===== src/rtl/clk_en_sampler.sv =====
// Single-clock sampler: clock-enable strobes capture a shared free-running counter
// into per-channel pending slots, arbitrated by fixed priority into a valid/ready FIFO.
module clk_en_sampler #(
  parameter int WIDTH = 2,
  parameter int NCH   = 2,
  parameter int DIVW  = 4,
  parameter int DEPTH = 4,
  localparam int CHW  = (NCH > 1) ? $clog2(NCH) : 1
) (
  input  logic                  clk,
  input  logic                  rst_n,
  input  logic                  en,
  input  logic [NCH*DIVW-1:0]   div,
  input  logic                  load,
  output logic [WIDTH-1:0]      cnt_o,
  output logic [NCH-1:0]        stb_o,
  output logic                  out_valid,
  input  logic                  out_ready,
  output logic [WIDTH-1:0]      out_data,
  output logic [CHW-1:0]        out_ch,
  output logic [NCH-1:0]        overflow,
  input  logic                  clr_ovf
);

  localparam int AW = $clog2(DEPTH);
  localparam logic [AW:0] FULL = (AW+1)'(DEPTH);

  logic [WIDTH-1:0] cnt_q;
  logic [DIVW-1:0]  ph_q   [NCH];
  logic [DIVW-1:0]  div_q  [NCH];
  logic [NCH-1:0]   pend_v;
  logic [WIDTH-1:0] pend_d [NCH];
  logic [NCH-1:0]   ovf_q;

  logic [WIDTH-1:0] mem_d  [DEPTH];
  logic [CHW-1:0]   mem_ch [DEPTH];
  logic [AW-1:0]    wr_ptr, rd_ptr;
  logic [AW:0]      count;

  logic [CHW-1:0]   sel;
  logic             any_pend;
  logic             pop, push;
  logic [NCH-1:0]   push_oh;
  logic [NCH-1:0]   drop;

  // Strobes decode registered phase state, so captures always see the pre-edge counter.
  always_comb begin
    stb_o = '0;
    for (int unsigned c = 0; c < NCH; c++)
      stb_o[c] = en && (ph_q[c] == div_q[c]);
  end

  always_comb begin
    sel      = '0;
    any_pend = 1'b0;
    for (int unsigned c = 0; c < NCH; c++) begin
      if (pend_v[c] && !any_pend) begin
        any_pend = 1'b1;
        sel      = CHW'(c);
      end
    end
  end

  assign pop  = out_valid && out_ready;
  assign push = any_pend && ((count != FULL) || pop);

  always_comb begin
    push_oh = '0;
    drop    = '0;
    for (int unsigned c = 0; c < NCH; c++) begin
      push_oh[c] = push && (sel == CHW'(c));
      drop[c]    = stb_o[c] && pend_v[c] && !push_oh[c];
    end
  end

  always_ff @(posedge clk or negedge rst_n) begin
    if (!rst_n) begin
      cnt_q  <= '0;
      pend_v <= '0;
      ovf_q  <= '0;
      for (int unsigned c = 0; c < NCH; c++) begin
        ph_q[c]   <= '0;
        div_q[c]  <= DIVW'(1);
        pend_d[c] <= '0;
      end
    end else begin
      if (en)
        cnt_q <= cnt_q + 1'b1;
      for (int unsigned c = 0; c < NCH; c++) begin
        if (load) begin
          div_q[c] <= div[c*DIVW +: DIVW];
          ph_q[c]  <= '0;
        end else if (en) begin
          ph_q[c]  <= stb_o[c] ? '0 : ph_q[c] + 1'b1;
        end
        // A slot emptied by this edge's push can take a new capture on the same edge.
        if (stb_o[c] && !drop[c]) begin
          pend_d[c] <= cnt_q;
          pend_v[c] <= 1'b1;
        end else if (push_oh[c]) begin
          pend_v[c] <= 1'b0;
        end
      end
      ovf_q <= drop | (clr_ovf ? '0 : ovf_q);
    end
  end

  always_ff @(posedge clk) begin
    if (push) begin
      mem_d[wr_ptr]  <= pend_d[sel];
      mem_ch[wr_ptr] <= sel;
    end
  end

  always_ff @(posedge clk or negedge rst_n) begin
    if (!rst_n) begin
      wr_ptr <= '0;
      rd_ptr <= '0;
      count  <= '0;
    end else begin
      if (push) wr_ptr <= wr_ptr + 1'b1;
      if (pop)  rd_ptr <= rd_ptr + 1'b1;
      case ({push, pop})
        2'b10:   count <= count + 1'b1;
        2'b01:   count <= count - 1'b1;
        default: count <= count;
      endcase
    end
  end

  assign out_valid = (count != '0);
  assign out_data  = out_valid ? mem_d[rd_ptr]  : '0;
  assign out_ch    = out_valid ? mem_ch[rd_ptr] : '0;
  assign cnt_o     = cnt_q;
  assign overflow  = ovf_q;

endmodule


===== config.mk =====
export PLATFORM = sky130hd
export DESIGN_NAME = clk_en_sampler
export DESIGN_NICKNAME = d
export VERILOG_FILES = /design/src/rtl/clk_en_sampler.sv
export SDC_FILE = /design/constraint.sdc
export NUM_CORES = 1
export LEC_CHECK = 0
export CORE_AREA = 3 3 77 61
export CTS_CLUSTER_SIZE = 12
export DETAILED_ROUTE_END_ITERATION = 8
export DIE_AREA = 0 0 80 64
export PLACE_DENSITY_LB_ADDON = 0.2
export REMOVE_ABC_BUFFERS = 1
export SLEW_MARGIN = 20
export SYNTH_ARGS = -nofsm -noshare
export SYNTH_HDL_FRONTEND = slang
export SYNTH_SLANG_ARGS = --single-unit

===== constraint.sdc =====
create_clock -name clk -period 4.5 [get_ports clk]
set_input_delay 1.35 -clock clk [delete_from_list [all_inputs] [get_ports clk]]
set_output_delay 1.35 -clock clk [all_outputs]
set_load 0.02 [all_outputs]

# After elaboration in Yosys (flattened, before gate mapping)
# Memory sizes are Yosys's and may differ from the RTL's.
# Cells that the tools add are included.
# totals
reg_bits	33
ram_bits	12
in_bits	14
out_inout_bits	10
elab_cells	77
n_memories	2
# classes
n_addsub	7
magnitude_cmp	1
n_eq_ne	5
mux	22
bitwise	3
n_reduce_logical	24
# mem_list
name	depth	word_bits	read_ports	rd_clocked_by_memory_dff	write_ports	line	text
mem_d	4	2	1	0	1	35	logic [WIDTH-1:0] mem_d [DEPTH];
mem_ch	4	1	1	0	1	36	logic [CHW-1:0] mem_ch [DEPTH];
# op_table
operator	count
2-to-1 mux 4 bit	6
logical AND 1 bit	13
2-to-1 mux 1 bit	10
2-to-1 mux 2 bit	5
adder 4 x 1 -> 4 bit, second input constant	2
== test 4 bit	2
nonzero test 2 bit	4
adder 2 x 1 -> 2 bit, second input constant	3
case mux 3 bit (2 select lines)	1
zero test 1 bit	5
adder 3 x 1 -> 3 bit, second input constant	1
inequality test 3 bit, second input constant	1
nonzero test 3 bit	1
subtractor 3 x 1 -> 3 bit, second input constant	1
== test 2 x 1 -> 1 bit, second input constant	1
== test 2 bit, second input constant	1
greater-or-equal comparator 2 bit, second input constant	1
NOT 1 -> 2 bit	1
bitwise OR 2 bit	1
logical OR 1 bit	1
NOT 1 bit	1

# Logic depth before layout (Yosys ltp)
# depth
word_depth	11
depth_mapped	9
depth_no_buf	8

# Worst setup path before layout
# OpenSTA, ideal clock, no wires.
# synth_path
kind	input port to output port
startpoint	input port en
endpoint	output port stb_o[0]
t_arrival_ps	2242
setup_slack_ps	908
stages	4
n_path_buf	1
path_cell_list	clkbuf_1 o2111ai_1 or2_1 inv_1
# synth_between
elab_chain_len	1
# synth_rtl
element	line	text
start: declaration	12	input logic en,
logical AND 1 bit	50	stb_o[c] = en && (ph_q[c] == div_q[c]);
end: declaration	16	output logic [NCH-1:0] stb_o,
# Every way passes these cells.

# Worst setup path after layout
# Same ends and word-level chain as after synthesis.

==> flow_metrics.py <==
metrics = {
    "pwr": {
        "p_leak_nw": 1.09,
        "ir_drop_uv": 333,
        "power_density_mw_per_mm2": 498,
    },
    "clock_network": {
        "cts_hold_buf": 0,
        "cts_htree_levels": 2,
        "cts_buffers": 5,
        "clkLatencyLatePin_ns": 0.29,
        "path_clk_slew_ns": 0.08,
        "cts_num_sinks": 45,
        "cts_root_buf": "clkbuf_8",
        "cts_tree": "yes",
        "clockBufferDepth": 2,
    },
    "final_layout": {
        "fillers": 298,
        "mostFrequentLayoutCells": "dfrtp_1, clkdlybuf4s50_1, edfxtp_1",
        "n_antenna_cell": 0,
        "mostFrequentLayoutCell": "dfrtp_1",
        "drive_gt1_share_pct": 14.5,
        "area_growth_syn_to_layout_pct": 18.8,
        "fin_area_sq_mm": 0.00261,
        "nets": 227,
        "finalNonFillerCells": 262,
        "post-route-util_pct": 65.1,
    },
    "critical_path": {
        "worstSetupPathType": "primary input to output port",
        "path_cells": "dlymetal6s2s_1 > o2111ai_1 > or2_1 > inv_1 > clkdlybuf4s50_1",
        "end_kind": "output port",
        "critical_path.max_stage_delay_ns": 0.60,
        "critPathArrivalTime_ns": 2.72,
        "crit_family": "buffers and inverters",
        "slowest_stage": "clkdlybuf4s50_1",
        "critPathMaxFanout": 8,
        "crit_buf_inv": 3,
        "required_ns": 3.15,
        "critPathLaunchType": "primary input",
    },
    "timing": {
        "rsz0062_at_grt": "no",
        "hold_viol": 0,
        "slew_headroom_pct": 54.6,
        "fin_crit_ns": 4.07,
        "tns_ns": 0,
        "max_freq_mhz": 246,
        "slew_viol_final": 0,
        "worstMarginPinSlew_ns": 0.679,
        "setup_viol": 0,
        "fin_crit_sh_pct": 90.5,
        "final.setup.worst_slack_ns": 0.428,
        "skew_ns": 0.00563,
    },
    "floorplan": {
        "num_io_pins": 24,
        "dieArea_sq_mm": 0.00512,
        "coreArea_sq_mm": 0.00400,
        "start_util_pct": 54.8,
        "fp.dieH_um": 64,
        "die_w_um": 80,
        "rows": 20,
    },
    "logic_synthesis": {
        "postSynthAreaPerCell_sq_um": 12.3,
        "synth_edf_count": 12,
        "syn_area_sq_mm": 0.00219,
        "synth_top_area_share_pct": 35.3,
        "yosys.cell_types.count": 43,
        "yosysWarnings": 0,
        "synthCells": 179,
        "synth_ff_type": "dfrtp_1",
        "synth_area_leader_cell": "dfrtp_1",
        "synth_seq_cells": 45,
        "yosys-top-cells-area": "dfrtp_1, edfxtp_1, mux2_2",
        "synth_seq_area_share_pct": 54.2,
        "synthArstFlopShare_pct": 73.3,
    },
    "place": {
        "place_area_sq_mm": 0.00250,
        "dp_hpwl_um": 2800,
        "place_inst": 254,
        "io_buffers": 23,
        "place_ws_ns": 0.0285,
        "gp_congestion": 0.756,
    },
    "routing": {
        "drt_iter0_drc": 70,
        "routed_wl_um": 3810,
        "dr.pass1.iters": 4,
        "antenna_left": 0,
        "viasPerCell": 5.25,
        "via_count": 1375,
        "drc_errors": 0,
        "wl_per_cell_um": 14.5,
    },
    "grt": {
        "antenna_found_initial": 0,
        "grt_max_degree": 34,
        "grt_usage_pct": 17.2,
        "grt_pass1_wl_um": 6780,
        "grt_pass1_vias": 1414,
        "grt.overflow.total": 0,
    },
    "outcome": {
        "outcome": "complete, no violations",
    },
    "flow_run": {
        "timing.max_cap.violations": 0,
    },
    "hold_path": {
        "min_path_type": "flip-flop to flip-flop",
    },
}
==> final cells by class <==
| class | count | area [sq um] | area share (%) |
|---|---|---|---|
| tap | 55 | 68.8 | 2.64 |
| timing repair buffer | 27 | 265 | 10.2 |
| inverter | 11 | 41.3 | 1.58 |
| sequential | 45 | 1190 | 45.6 |
| clock inverter | 2 | 33.8 | 1.30 |
| multi-input combinational | 116 | 937 | 35.9 |
| clock buffer | 6 | 72.6 | 2.78 |
==> worst reg2reg max path: stages (launching register included) <==
cell	delay, ns
dfrtp_1	0.50
or3_1	0.50
nand2_1	0.14
nor3_1	0.07
fa_1	0.44
a2111oi_0	0.37
o21ai_0	0.14
==> worst paths after layout <==
path,start,to,slack [ns],depth (start not counted)
worst max-delay path,en,stb_o[0],0.43,5
worst min-delay path,pend_d[3],pend_d[3],0.50,1
worst max register to register,count[1],count[2],2.22,6
worst min register to register,pend_d[3],pend_d[3],0.50,1
max in group asynchronous,rst_n,div_q[4],2.71,2
min in group asynchronous,rst_n,ph_q[2],1.46,2
==> registers in the layout (all words and copies together) (netlist names) <==
signal / flops
pend_d: 4
mem_d: 8
count: 3
cnt_o: 2
overflow: 2
ph_q: 8
pend_v: 2
mem_ch: 4
rd_ptr: 2
div_q: 8
wr_ptr: 2
==> report_power, final <==
group,internal [mW],total [mW],switching (mW),leakage (nW)
combinational,0.225,0.407,0.182,0.519
clock,0.164,0.291,0.127,0.0528
sequential,0.508,0.601,0.0924,0.523
total,0.897,1.30,0.401,1.09
==> metrics by stage <==
stage	power [mW]	hold slack [ns]
floorplan	0.863	0.452
global placement	0.995	0.467
detailed placement	1.02	0.482
CTS	1.31	0.500
global route	1.39	0.515
finish	1.30	0.497
==> logic make-up after synthesis <==
group | count (synthesis) | synth area share, %
XOR/XNOR | 14 | 5.59
AO/OA/AOI/OAI | 31 | 9.06
multiplexers | 16 | 10.1
adder cells (fa/ha/maj) | 7 | 4.33
buffers and inverters | 18 | 3.14
AND/OR/NAND/NOR | 48 | 13.6
flip-flops | 45 | 54.2
==> repair_timing <==
action	4_1_cts	5_1_grt
setup endpoints to repair	0	2
setup buffers	0	0
resized for setup	0	2
==> per-layer routing <==
layer  GRT usage [%]  routed length, um  part of all wire, %  vias to the layer above
met2            26.3               1810                   47                       20
met3            4.37                110                  2.9                        2
li1                -                  -                    -                      681
met1            24.6               1870                   49                      672
met4            4.43                 21                 0.55                        0
met5               0                  0                    0                        -
==> cell usage after synthesis, drive strengths merged, types with 4 or more instances <==
cell,n
clkbuf,6
nand2,10
mux2,13
nor3,6
nand2b,7
xnor2,8
o21ai,10
and2,8
inv,11
edfxtp,12
ha,6
xor2,6
dfrtp,31
o22ai,4
a21oi,7
Note: power is estimated with default switching activity, not from simulation.
